[src/rtl/lcd_pkg.sv]
// Shared types, HD44780 command bytes and address helpers for the LCD controller.
package lcd_pkg;

    typedef enum logic [2:0] {
        S_POWERUP,
        S_INIT,
        S_IDLE,
        S_ADDR,
        S_DATA
    } lcd_state_e;

    typedef enum logic [1:0] {
        X_IDLE,
        X_SETUP,
        X_PULSE,
        X_WAIT
    } xfer_phase_e;

    localparam logic [7:0] CMD_FUNC_SET  = 8'h38;
    localparam logic [7:0] CMD_DISP_ON   = 8'h0C;
    localparam logic [7:0] CMD_CLEAR     = 8'h01;
    localparam logic [7:0] CMD_ENTRY     = 8'h06;
    localparam logic [7:0] CMD_SET_DDRAM = 8'h80;
    localparam logic [7:0] ROW1_OFFSET   = 8'h40;

    // Row/column to DDRAM address; bits [7:5] of the request are dropped.
    function automatic logic [7:0] ddram_addr(input logic [7:0] address);
        return (address[4] ? ROW1_OFFSET : 8'h00) | {4'h0, address[3:0]};
    endfunction

    function automatic logic [7:0] init_cmd(input logic [1:0] idx);
        logic [7:0] cmd;
        case (idx)
            2'd0:    cmd = CMD_FUNC_SET;
            2'd1:    cmd = CMD_DISP_ON;
            2'd2:    cmd = CMD_CLEAR;
            default: cmd = CMD_ENTRY;
        endcase
        return cmd;
    endfunction

endpackage

[src/rtl/lcd_byte_xfer.sv]
// One LCD bus byte: SETUP (EN low), PULSE (EN high), WAIT (EN low), then a done pulse.
// RS/DATA are latched on go and held through all three phases.
module lcd_byte_xfer
    import lcd_pkg::*;
#(
    parameter int EN_PULSE_CYCLES   = 25,
    parameter int CMD_WAIT_CYCLES   = 2500,
    parameter int CLEAR_WAIT_CYCLES = 100000
) (
    input  logic       i_clk,
    input  logic       i_rst,
    input  logic       i_go,
    input  logic       i_rs,
    input  logic [7:0] i_data,
    input  logic       i_long_wait,
    output logic       o_done,
    output logic       o_en,
    output logic       o_rs,
    output logic [7:0] o_data
);

    localparam int MAX_A    = (CLEAR_WAIT_CYCLES > CMD_WAIT_CYCLES) ? CLEAR_WAIT_CYCLES : CMD_WAIT_CYCLES;
    localparam int MAX_LOAD = (MAX_A > EN_PULSE_CYCLES) ? MAX_A : EN_PULSE_CYCLES;
    localparam int CNT_W    = $clog2(MAX_LOAD + 1);

    localparam logic [CNT_W-1:0] PULSE_LOAD = CNT_W'(EN_PULSE_CYCLES - 1);
    localparam logic [CNT_W-1:0] CMD_LOAD   = CNT_W'(CMD_WAIT_CYCLES - 1);
    localparam logic [CNT_W-1:0] CLEAR_LOAD = CNT_W'(CLEAR_WAIT_CYCLES - 1);

    xfer_phase_e      phase_q, phase_d;
    logic [CNT_W-1:0] cnt_q, cnt_d;
    logic             long_q, long_d;
    logic             en_q, en_d;
    logic             rs_q, rs_d;
    logic [7:0]       data_q, data_d;
    logic             tc;

    assign tc = (cnt_q == '0);

    always_ff @(posedge i_clk or posedge i_rst) begin
        if (i_rst) begin
            phase_q <= X_IDLE;
            cnt_q   <= '0;
            long_q  <= 1'b0;
            en_q    <= 1'b0;
            rs_q    <= 1'b0;
            data_q  <= 8'h00;
        end else begin
            phase_q <= phase_d;
            cnt_q   <= cnt_d;
            long_q  <= long_d;
            en_q    <= en_d;
            rs_q    <= rs_d;
            data_q  <= data_d;
        end
    end

    always_comb begin
        phase_d = phase_q;
        cnt_d   = cnt_q;
        long_d  = long_q;
        en_d    = en_q;
        rs_d    = rs_q;
        data_d  = data_q;
        case (phase_q)
            X_SETUP: begin
                if (tc) begin
                    phase_d = X_PULSE;
                    cnt_d   = PULSE_LOAD;
                    en_d    = 1'b1;
                end else begin
                    cnt_d = cnt_q - CNT_W'(1);
                end
            end
            X_PULSE: begin
                if (tc) begin
                    phase_d = X_WAIT;
                    cnt_d   = long_q ? CLEAR_LOAD : CMD_LOAD;
                    en_d    = 1'b0;
                end else begin
                    cnt_d = cnt_q - CNT_W'(1);
                end
            end
            X_WAIT: begin
                if (tc) begin
                    phase_d = X_IDLE;
                end else begin
                    cnt_d = cnt_q - CNT_W'(1);
                end
            end
            default: ;
        endcase
        // A new byte may start in the last WAIT cycle, so bytes run back to back.
        if (i_go) begin
            phase_d = X_SETUP;
            cnt_d   = PULSE_LOAD;
            long_d  = i_long_wait;
            en_d    = 1'b0;
            rs_d    = i_rs;
            data_d  = i_data;
        end
    end

    assign o_done = (phase_q == X_WAIT) && tc;
    assign o_en   = en_q;
    assign o_rs   = rs_q;
    assign o_data = data_q;

endmodule

[src/rtl/lcd_controller.sv]
// HD44780 16x2 LCD controller: power-up wait, init sequence, then address + data writes.
// Optional macro LCD_ADDR_SKIP_EN skips the address byte when the cursor is already in place.
//
//   state     | meaning
//   S_POWERUP | waiting POWERUP_CYCLES after reset
//   S_INIT    | sending the four init commands, init_idx tracks progress
//   S_IDLE    | ready, busy low, accepting i_start
//   S_ADDR    | sending Set-DDRAM address command
//   S_DATA    | sending the character byte
module lcd_controller
    import lcd_pkg::*;
#(
    parameter int POWERUP_CYCLES    = 2000000,
    parameter int EN_PULSE_CYCLES   = 25,
    parameter int CMD_WAIT_CYCLES   = 2500,
    parameter int CLEAR_WAIT_CYCLES = 100000
) (
    input  logic       i_clk,
    input  logic       i_rst,
    input  logic [7:0] i_character,
    input  logic [7:0] i_address,
    input  logic       i_start,
    output logic       o_busy,
    output logic       o_init_done,
    output logic [7:0] o_LCD_DATA,
    output logic       o_LCD_EN,
    output logic       o_LCD_RS,
    output logic       o_LCD_RW,
    output logic       o_LCD_ON,
    output logic       o_LCD_BLON
);

    localparam int PW = $clog2(POWERUP_CYCLES + 1);
    localparam logic [PW-1:0] PWR_LOAD = PW'(POWERUP_CYCLES - 1);

    lcd_state_e  state_q, state_d;
    logic [PW-1:0] pwr_cnt_q, pwr_cnt_d;
    logic [1:0]  init_idx_q, init_idx_d;
    logic [7:0]  char_q, char_d;
    logic        busy_q, busy_d;
    logic        init_done_q, init_done_d;

    logic        go;
    logic        go_rs;
    logic [7:0]  go_data;
    logic        long_wait;
    logic        xfer_done;
    logic [7:0]  in_ddram;
    logic        addr_hit;

    assign in_ddram  = ddram_addr(i_address);
    assign long_wait = !go_rs && (go_data == CMD_CLEAR);

`ifdef LCD_ADDR_SKIP_EN
    logic [6:0] last_ddram_q, last_ddram_d;
    logic [6:0] shadow_q, shadow_d;
    logic       shadow_vld_q, shadow_vld_d;

    assign addr_hit = shadow_vld_q && (in_ddram[6:0] == shadow_q);

    always_ff @(posedge i_clk or posedge i_rst) begin
        if (i_rst) begin
            last_ddram_q <= 7'h00;
            shadow_q     <= 7'h00;
            shadow_vld_q <= 1'b0;
        end else begin
            last_ddram_q <= last_ddram_d;
            shadow_q     <= shadow_d;
            shadow_vld_q <= shadow_vld_d;
        end
    end

    always_comb begin
        last_ddram_d = last_ddram_q;
        shadow_d     = shadow_q;
        shadow_vld_d = shadow_vld_q;
        if (state_q == S_IDLE && i_start) begin
            last_ddram_d = in_ddram[6:0];
        end
        // The display auto-increments after a data write; 7-bit wrap matches DDRAM.
        if (state_q == S_DATA && xfer_done) begin
            shadow_d     = last_ddram_q + 7'd1;
            shadow_vld_d = 1'b1;
        end
    end
`else
    assign addr_hit = 1'b0;
`endif

    always_ff @(posedge i_clk or posedge i_rst) begin
        if (i_rst) begin
            state_q     <= S_POWERUP;
            pwr_cnt_q   <= PWR_LOAD;
            init_idx_q  <= 2'd0;
            char_q      <= 8'h00;
            busy_q      <= 1'b1;
            init_done_q <= 1'b0;
        end else begin
            state_q     <= state_d;
            pwr_cnt_q   <= pwr_cnt_d;
            init_idx_q  <= init_idx_d;
            char_q      <= char_d;
            busy_q      <= busy_d;
            init_done_q <= init_done_d;
        end
    end

    always_comb begin
        state_d = state_q;
        case (state_q)
            S_POWERUP: if (pwr_cnt_q == '0) state_d = S_INIT;
            S_INIT:    if (xfer_done && init_idx_q == 2'd3) state_d = S_IDLE;
            S_IDLE:    if (i_start) state_d = addr_hit ? S_DATA : S_ADDR;
            S_ADDR:    if (xfer_done) state_d = S_DATA;
            S_DATA:    if (xfer_done) state_d = S_IDLE;
            default:   state_d = S_POWERUP;
        endcase
    end

    always_comb begin
        go          = 1'b0;
        go_rs       = 1'b0;
        go_data     = 8'h00;
        pwr_cnt_d   = pwr_cnt_q;
        init_idx_d  = init_idx_q;
        char_d      = char_q;
        busy_d      = busy_q;
        init_done_d = init_done_q;
        case (state_q)
            S_POWERUP: begin
                if (pwr_cnt_q == '0) begin
                    go      = 1'b1;
                    go_data = init_cmd(2'd0);
                end else begin
                    pwr_cnt_d = pwr_cnt_q - PW'(1);
                end
            end
            S_INIT: begin
                if (xfer_done) begin
                    if (init_idx_q == 2'd3) begin
                        busy_d      = 1'b0;
                        init_done_d = 1'b1;
                    end else begin
                        init_idx_d = init_idx_q + 2'd1;
                        go         = 1'b1;
                        go_data    = init_cmd(init_idx_q + 2'd1);
                    end
                end
            end
            S_IDLE: begin
                if (i_start) begin
                    char_d = i_character;
                    busy_d = 1'b1;
                    go     = 1'b1;
                    if (addr_hit) begin
                        go_rs   = 1'b1;
                        go_data = i_character;
                    end else begin
                        go_data = CMD_SET_DDRAM | in_ddram;
                    end
                end
            end
            S_ADDR: begin
                if (xfer_done) begin
                    go      = 1'b1;
                    go_rs   = 1'b1;
                    go_data = char_q;
                end
            end
            S_DATA: begin
                if (xfer_done) busy_d = 1'b0;
            end
            default: ;
        endcase
    end

    lcd_byte_xfer #(
        .EN_PULSE_CYCLES  (EN_PULSE_CYCLES),
        .CMD_WAIT_CYCLES  (CMD_WAIT_CYCLES),
        .CLEAR_WAIT_CYCLES(CLEAR_WAIT_CYCLES)
    ) u_xfer (
        .i_clk      (i_clk),
        .i_rst      (i_rst),
        .i_go       (go),
        .i_rs       (go_rs),
        .i_data     (go_data),
        .i_long_wait(long_wait),
        .o_done     (xfer_done),
        .o_en       (o_LCD_EN),
        .o_rs       (o_LCD_RS),
        .o_data     (o_LCD_DATA)
    );

    assign o_busy      = busy_q;
    assign o_init_done = init_done_q;
    assign o_LCD_RW    = 1'b0;
    assign o_LCD_ON    = 1'b1;
    assign o_LCD_BLON  = 1'b1;

endmodule

[config.mk]
export PLATFORM = sky130hd
export DESIGN_NAME = lcd_controller
export DESIGN_NICKNAME = d
export VERILOG_FILES = /design/src/rtl/lcd_pkg.sv /design/src/rtl/lcd_byte_xfer.sv /design/src/rtl/lcd_controller.sv
export SDC_FILE = /design/constraint.sdc
export NUM_CORES = 1
export LEC_CHECK = 0
export ABC_AREA = 1
export CORE_ASPECT_RATIO = 1.4
export CORE_MARGIN = 3
export CORE_UTILIZATION = 50
export DETAILED_ROUTE_END_ITERATION = 10
export GPL_TIMING_DRIVEN = 0
export PLACE_DENSITY = 0.71
export SLEW_MARGIN = 30
export SYNTH_ARGS = -nofsm -noshare
export SYNTH_HDL_FRONTEND = slang
export SYNTH_SLANG_ARGS = --single-unit
[constraint.sdc]
create_clock -name i_clk -period 2.1 [get_ports i_clk]
set_input_delay 0.21 -clock i_clk [delete_from_list [all_inputs] [get_ports i_clk]]
set_output_delay 0.21 -clock i_clk [all_outputs]
set_load 0.01 [all_outputs]
==> summary.md, run 1 <==
| Metric | Value |
|---|---|
| Top_reg_cell synth | dfrtp_1 |
| Max Clock Skew | a little over 0.006 ns |
| CTS tree | yes |
| CP Data Arrival Time | 2.29 ns |
| Clk_lat worst skew | around 0.34 ns |
| Worst path required time | 2.33 ns |
| Yosys warnings | 0 |
| Area taken by flip-flops and latches | 1670 sq um |
| Tcrit/Tclk final | 98.0% |
| # hold bufs at CTS | 0 |
| Top cell type by total area after synthesis | dfrtp_1 |
| CTS Buf Count | 9 |
| Clk slew on worst S/H paths | 0.07 ns |
| Worst setup path class | reg -> reg |
| Port Buffers | 27 |
| Number of max-cap violations | 0 |
| Final Non-Filler Cells | 609 |
| GRT Total Usage | roughly a fifth |
| Max Freq | between 400 and 500 MHz |
| Most frequent cells in the layout | nand2_1, nor2_1, dfrtp_1, inv_1, clkdlybuf4s50_1 |
| I/O pins | 34 |
| Post-DP HPWL | 5740 um |
| Unrepaired setup endpoints after global routing | yes |
| Hold Path Class | in -> async |
| Slew Viols, Final | 0 |
| Detail Route Antenna Nets | 0 |
| Residual DRC | 0 |
| First-pass GRT wire length | 13800 um |
| Die height | roughly 110 um |
| Synth cell types | 42 |
| Final hold vios | 0 |
| IR drop worst, VDD | 0.307 mV |
| Rows | 36 |
| Placed cell count | 585 |
| Post-Synthesis Cells | about 460 |
| Register area share after synthesis | between 40 and 50% |
| Core Region | 7120 sq um |
| Flops & latches, synth | 66 |
| Critical-path top delay cell | dfrtp_1 |
| Crit-path most repeated cell | inv_2 |
| CP bufs+invs | 3 |
| CTS H-tree depth | 3 |
| Delay of the slowest critical-path stage | 0.40 ns |
| Largest net degree at the start of global routing | 47 |
| Post-synthesis average cell area | slightly above 8 sq um |
| Status | finished clean |
| PD cells | 528 nW/um^2 |
| Ys async rst share | 100% |
| Post-synth EDFFs | 0 |
| Share of cells above drive strength 1 | 18.7% |
| Final Wtd Congestion | ~0.86 |
| Pre-Repair DR Iteration Count | 4 |
| CP Launch Type | flip-flop |
| Multi-input logic area | roughly 1900 sq um |
| Synth area leaders | dfrtp_1, nand2_1, dfstp_2, nor2_1, xor2_1 |
| Cell Area, Synth | roughly 3800 sq um |
| Vias | 3091 |
| DRT Wirelength | about 8000 um |
| Iteration-0 DRC Markers | approximately 180 |
| CP Max Fanout | 6 |
| Area Growth Syn to Fin | 20.1% |
| Diodes inserted | 0 |
| Wire per inst | 13.1 um |
| Die area | 8610 sq um |
| Static Leakage | 2.54 nW |
| Initial antenna violation count | 0 |
| Final nets | 538 |
| CP delay by family, top | simple AND/OR/NAND/NOR gates |
| Total grt overflow | 0 |
| Num Clock Sinks | 66 |
| Yosys top cell area share | 34.6% |
| Vias in the first global route | 3037 |
| CP endpoint kind | flip-flop |
| Most common cell after layout, fill and taps aside | nand2_1 |
| Worst path cell trace | inv_2 -> ha_4 -> inv_2 -> nor2_1 -> nand2_1 -> nor2_4 -> nand2_4 -> nor2_8 -> inv_4 -> a22oi_2 -> nand4_4 -> nand2_2 -> o21ai_2 |
| Min cycle time layout | 2.06 ns |
| FILL cells | 654 |
| Final setup fails | 0 |
| Initial Utilization | 52.8% |
| CTS Buffer Depth | 2 |
| Root Driver | clkbuf_8 |
| Total power | 2.38 mW |
| Die width | between 70 and 80 um |
| Via-to-Cell Ratio | 5.08 |
==> cell type report <==
cell class	count	area share (%)
well taps	95	2.63
repair buffers	36	7.93
flip-flops and latches	66	37.0
clock inverters	3	0.887
inverters	54	4.60
plain buffers	7	1.44
multi-input cells	335	42.5
clock buffers	13	3.08
==> Yosys cell counts (2+ instances only) <==
cell type    n
nand2_1    102
nor2_1      70
dfrtp_1     52
inv_1       49
xor2_1      26
nand3_1     23
o21ai_0     16
dfstp_2     14
a21oi_1     13
ha_1        10
nor3_1      10
o21ai_1      9
xnor2_1      8
nand2_2      6
inv_2        5
nand4_1      4
nor2_2       4
or2_2        4
buf_4        3
buf_6        3
nand3_2      3
nor2_4       3
conb_1       2
nand2_4      2
nand3b_1     2
nand4_2      2
==> report_power, final <==
| part | internal, mW | switching, mW |
|---|---|---|
| Clock | 0.547 | 0.471 |
| Sequential | 1.28 | 0.00398 |
| Combinational | 0.0402 | 0.0407 |
==> flip-flops by register name, summed over array words and instances, names as in the netlist <==
register,cells
u_xfer.o_rs,1
init_idx_q,2
u_xfer.long_q,1
u_xfer.phase_q,2
pwr_cnt_q,21
o_busy,1
u_xfer.cnt_q,17
o_init_done,1
u_xfer.o_en,1
char_q,8
state_q,3
u_xfer.o_data,8
==> worst paths after layout <==
check / startpoint / endpoint / slack (ns) / cells after the start
max: u_xfer.cnt_q[1] / state_q[0] / 0.04 / 13
min: i_rst / pwr_cnt_q[9] / 0.17 / 2
max reg2reg: u_xfer.cnt_q[1] / state_q[0] / 0.04 / 13
min reg2reg: o_busy / o_busy / 0.47 / 2
max in group asynchronous: i_rst / pwr_cnt_q[17] / 1.36 / 3
min in group i_clk: i_character[0] / char_q[0] / 0.40 / 3
==> layer usage <==
layer | wire length, um | GRT usage [%] | vias to the layer above
met3 | 245 | 4.50 | 11
li1 | - | - | 1560
met4 | 123 | 6.63 | 0
met5 | 0 | 0 | -
met1 | 3480 | 25.3 | 1467
met2 | 4110 | 34.8 | 53
==> what timing repair did <==
item	CTS	global route
setup endpoints to repair	3	39
gates resized for setup	1	26
pin swaps	0	9
buffers inserted	0	8
==> stage by stage <==
stage               hold WS [ns]  utilization (%)    TNS (ns)  worst slack (ns)  instance area [sq um]
global route               0.193             63.4      -0.860           -0.0815                   4510
detailed placement         0.464             58.7           0           0.00566                   4180
finish                     0.173             63.4           0            0.0427                   4510
floorplan                  0.327                -           0             0.258                   3760
global placement           0.454             58.3      -53.75            -0.953                   4150
CTS                        0.170             61.3  -0.0000160        -0.0000160                   4360
==> cells by family after synthesis <==
logic type / after synthesis / synth area share, %
xor gates and xnor gates: 34 / 7.93
other: 2 / 0.200
adders and majority gates: 10 / 3.33
and+or+nand+nor: 240 / 29.9
DFF: 66 / 44.4
AOI/OAI and AO/OA: 48 / 7.19
buffers and inverters: 61 / 7.03
(Power assumes the default switching activity.)
==> inputs of run 2 (changes only) <==
Settings changed: ABC_CLOCK_PERIOD_IN_PS set to 2100.
==> results of run 2 <==
No change in the layout: final DEF, timing and power equal those of run 1.
==> inputs of run 3 (changes only) <==
Settings changed: CTS_CLUSTER_SIZE set to 25, REMOVE_ABC_BUFFERS set to 1.
==> summary.md, run 3 (synthesized netlist as in run 1, its figures left out) <==
| Metric | Value |
|---|---|
| CP Max Fanout | 8 (+2) |
| Min cycle time layout | 2.05 ns (-0.00827 ns) |
| Final Wtd Congestion | 0.833 (-2.7%) |
| Clk slew on worst S/H paths | 0.07 ns (about the same) |
| Final hold vios | 0 (unchanged) |
| Static Leakage | 2.56 nW (+0.84%) |
| Share of cells above drive strength 1 | 20.2% (+1.6 points) |
| Hold Path Class | in -> async |
| Tcrit/Tclk final | 97.6% (-0.39 points) |
| Die height | 109 um (unchanged) |
| PD cells | 541 nW/um^2 (+2.4%) |
| CP Data Arrival Time | 2.31 ns (+0.02 ns) |
| CP endpoint kind | flip-flop |
| Number of max-cap violations | 0 (unchanged) |
| Vias | 3111 (+0.65%) |
| Most frequent cells in the layout | nand2_1, nor2_1, dfrtp_1, inv_1, clkdlybuf4s50_1 |
| Total grt overflow | 0 (unchanged) |
| CTS tree | yes |
| Reg with most FFs | pwr_cnt_q |
| Core Region | 7120 sq um (unchanged) |
| Pre-Repair DR Iteration Count | 4 (unchanged) |
| Vias in the first global route | 3039 (+0.066%) |
| Slew Viols, Final | 0 (unchanged) |
| Worst Reg2Reg Path Length in Cells | 13 (unchanged) |
| Largest net degree at the start of global routing | 42 (-11%) |
| Final Non-Filler Cells | 619 (+1.6%) |
| Die area | 8610 sq um (unchanged) |
| Rows | 36 (unchanged) |
| I/O pins | 34 (unchanged) |
| Max Clock Skew | 0.00668 ns (+0.000463 ns) |
| Critical R2R Capture | u_xfer.cnt_q[0] |
| CP Launch Type | flip-flop |
| Final nets | 548 (+1.9%) |
| Detail Route Antenna Nets | 0 (unchanged) |
| Top Registers | pwr_cnt_q: 21 flops, u_xfer.cnt_q: 17 flops |
| Most common cell after layout, fill and taps aside | nand2_1 |
| Residual DRC | 0 (unchanged) |
| Max Freq | 488 MHz (+0.40%) |
| CTS Buffer Depth | 2 (unchanged) |
| DRT Wirelength | 8140 um (+2.2%) |
| Via-to-Cell Ratio | 5.03 (-0.98%) |
| Worst path required time | 2.36 ns (+0.03 ns) |
| Die width | 79.3 um (unchanged) |
| GRT Total Usage | 20.1% (-0.17 points) |
| Diodes inserted | 0 (unchanged) |
| Num Clock Sinks | 66 (unchanged) |
| Status | finished clean |
| Post-DP HPWL | 5570 um (-2.9%) |
| IR drop worst, VDD | 0.433 mV (+41%) |
| CTS H-tree depth | 3 (unchanged) |
| Final setup fails | 0 (unchanged) |
| Placed cell count | 578 (-1.2%) |
| Reg-to-Reg Start | u_xfer.cnt_q[1] |
| Port Buffers | 27 (unchanged) |
| Max reg flops | 21 (unchanged) |
| CTS Buf Count | 9 (unchanged) |
| Initial antenna violation count | 0 (unchanged) |
| Worst setup path class | reg -> reg |
| Wire per inst | 13.1 um (+0.58%) |
| Clk_lat worst skew | 0.35 ns (about the same) |
| Area Growth Syn to Fin | 24.1% |
| Unrepaired setup endpoints after global routing | yes |
| Root Driver | clkbuf_8 |
| First-pass GRT wire length | 13400 um (-2.5%) |
| Initial Utilization | 52.8% (unchanged) |
| R2r setup slk | 0.05 ns (about the same) |
| Iteration-0 DRC Markers | 165 (-7.3%) |
| Total power | 2.52 mW (+5.8%) |
## run 3: changes by cell type in the layout (fill, tap and decap cells not counted), moves of 2 or more
cell and delta:
buf_4 +9, clkbuf_8 +4, buf_12 +3, buf_6 -2, clkbuf_1 -2, clkinv_2 -2, inv_2 -2, inv_4 +2
nand2_2 -2, nor2_4 +2
## run 3: routing by layer
| layer | GRT usage [%] | wire length [um] |
|---|---|---|
| met1 | 23.7 | 3420 |
| met2 | 35.2 | 4310 |
| met3 | 4.58 | 279 |
| met4 | 7.99 | 121 |
| met5 | 0 | 0 |
## run 3: worst max path at each step
| stage | start | end | slack (ns) | cells after the start |
|---|---|---|---|---|
| final | u_xfer.cnt_q[1] | u_xfer.cnt_q[0] | 0.05 | 13 |
| after global placement | i_rst | char_q[4] | -0.94 | 2 |
| after CTS | pwr_cnt_q[0] | u_xfer.cnt_q[15] | 0.03 | 11 |
| after floorplan | pwr_cnt_q[0] | u_xfer.cnt_q[3] | 0.16 | 10 |
| after detailed placement | pwr_cnt_q[0] | u_xfer.cnt_q[3] | -0.30 | 10 |
| after global routing | u_xfer.cnt_q[1] | state_q[1] | -0.11 | 13 |
## run 3: report_power, final
part / internal [mW] / switching [mW] / total [mW]
registers: 1.28 / 0.00385 / 1.29
logic: 0.0352 / 0.0398 / 0.0750
clock network: 0.680 / 0.481 / 1.16
total: 2.00 / 0.525 / 2.52
## run 3: area by class of cell
type,instances,area (sq um)
repair buffers,50,480
clock inverters,1,30.0
multi-input cells,338,1960
flip-flops and latches,66,1670
clock buffers,15,186
fillers,603,2450
inverters,54,213
well taps,95,119
## run 3: timing repair
action	in CTS	in global routing
gates resized for setup	6	24
buffers inserted	2	20
setup endpoints to repair	21	28
pin swaps	1	8
hold buffers	0	0
gates cloned	2	1
## run 3: critical path: stages (launching register included)
cell	delay [ns]
dfrtp_1	0.39
inv_2	0.08
ha_4	0.13
inv_2	0.03
nor2_1	0.09
nand2_1	0.09
nor2_4	0.19
nand2_4	0.14
nor2_8	0.20
inv_4	0.07
nand2_2	0.16
nand2_8	0.10
buf_4	0.15
o22ai_1	0.15
## run 3: per-stage QoR
stage               setup slack [ns]  utilization, %  instance area [sq um]  setup TNS [ns]  hold slack (ns)
finish                        0.0509            65.5                   4660               0            0.183
detailed placement            -0.295            57.8                   4110           -3.56            0.457
global placement              -0.938            57.5                   4090          -56.03            0.453
global route                  -0.105            65.5                   4660          -0.546            0.196
CTS                           0.0258            61.4                   4370               0            0.181
floorplan                      0.160               -                   3700               0            0.327
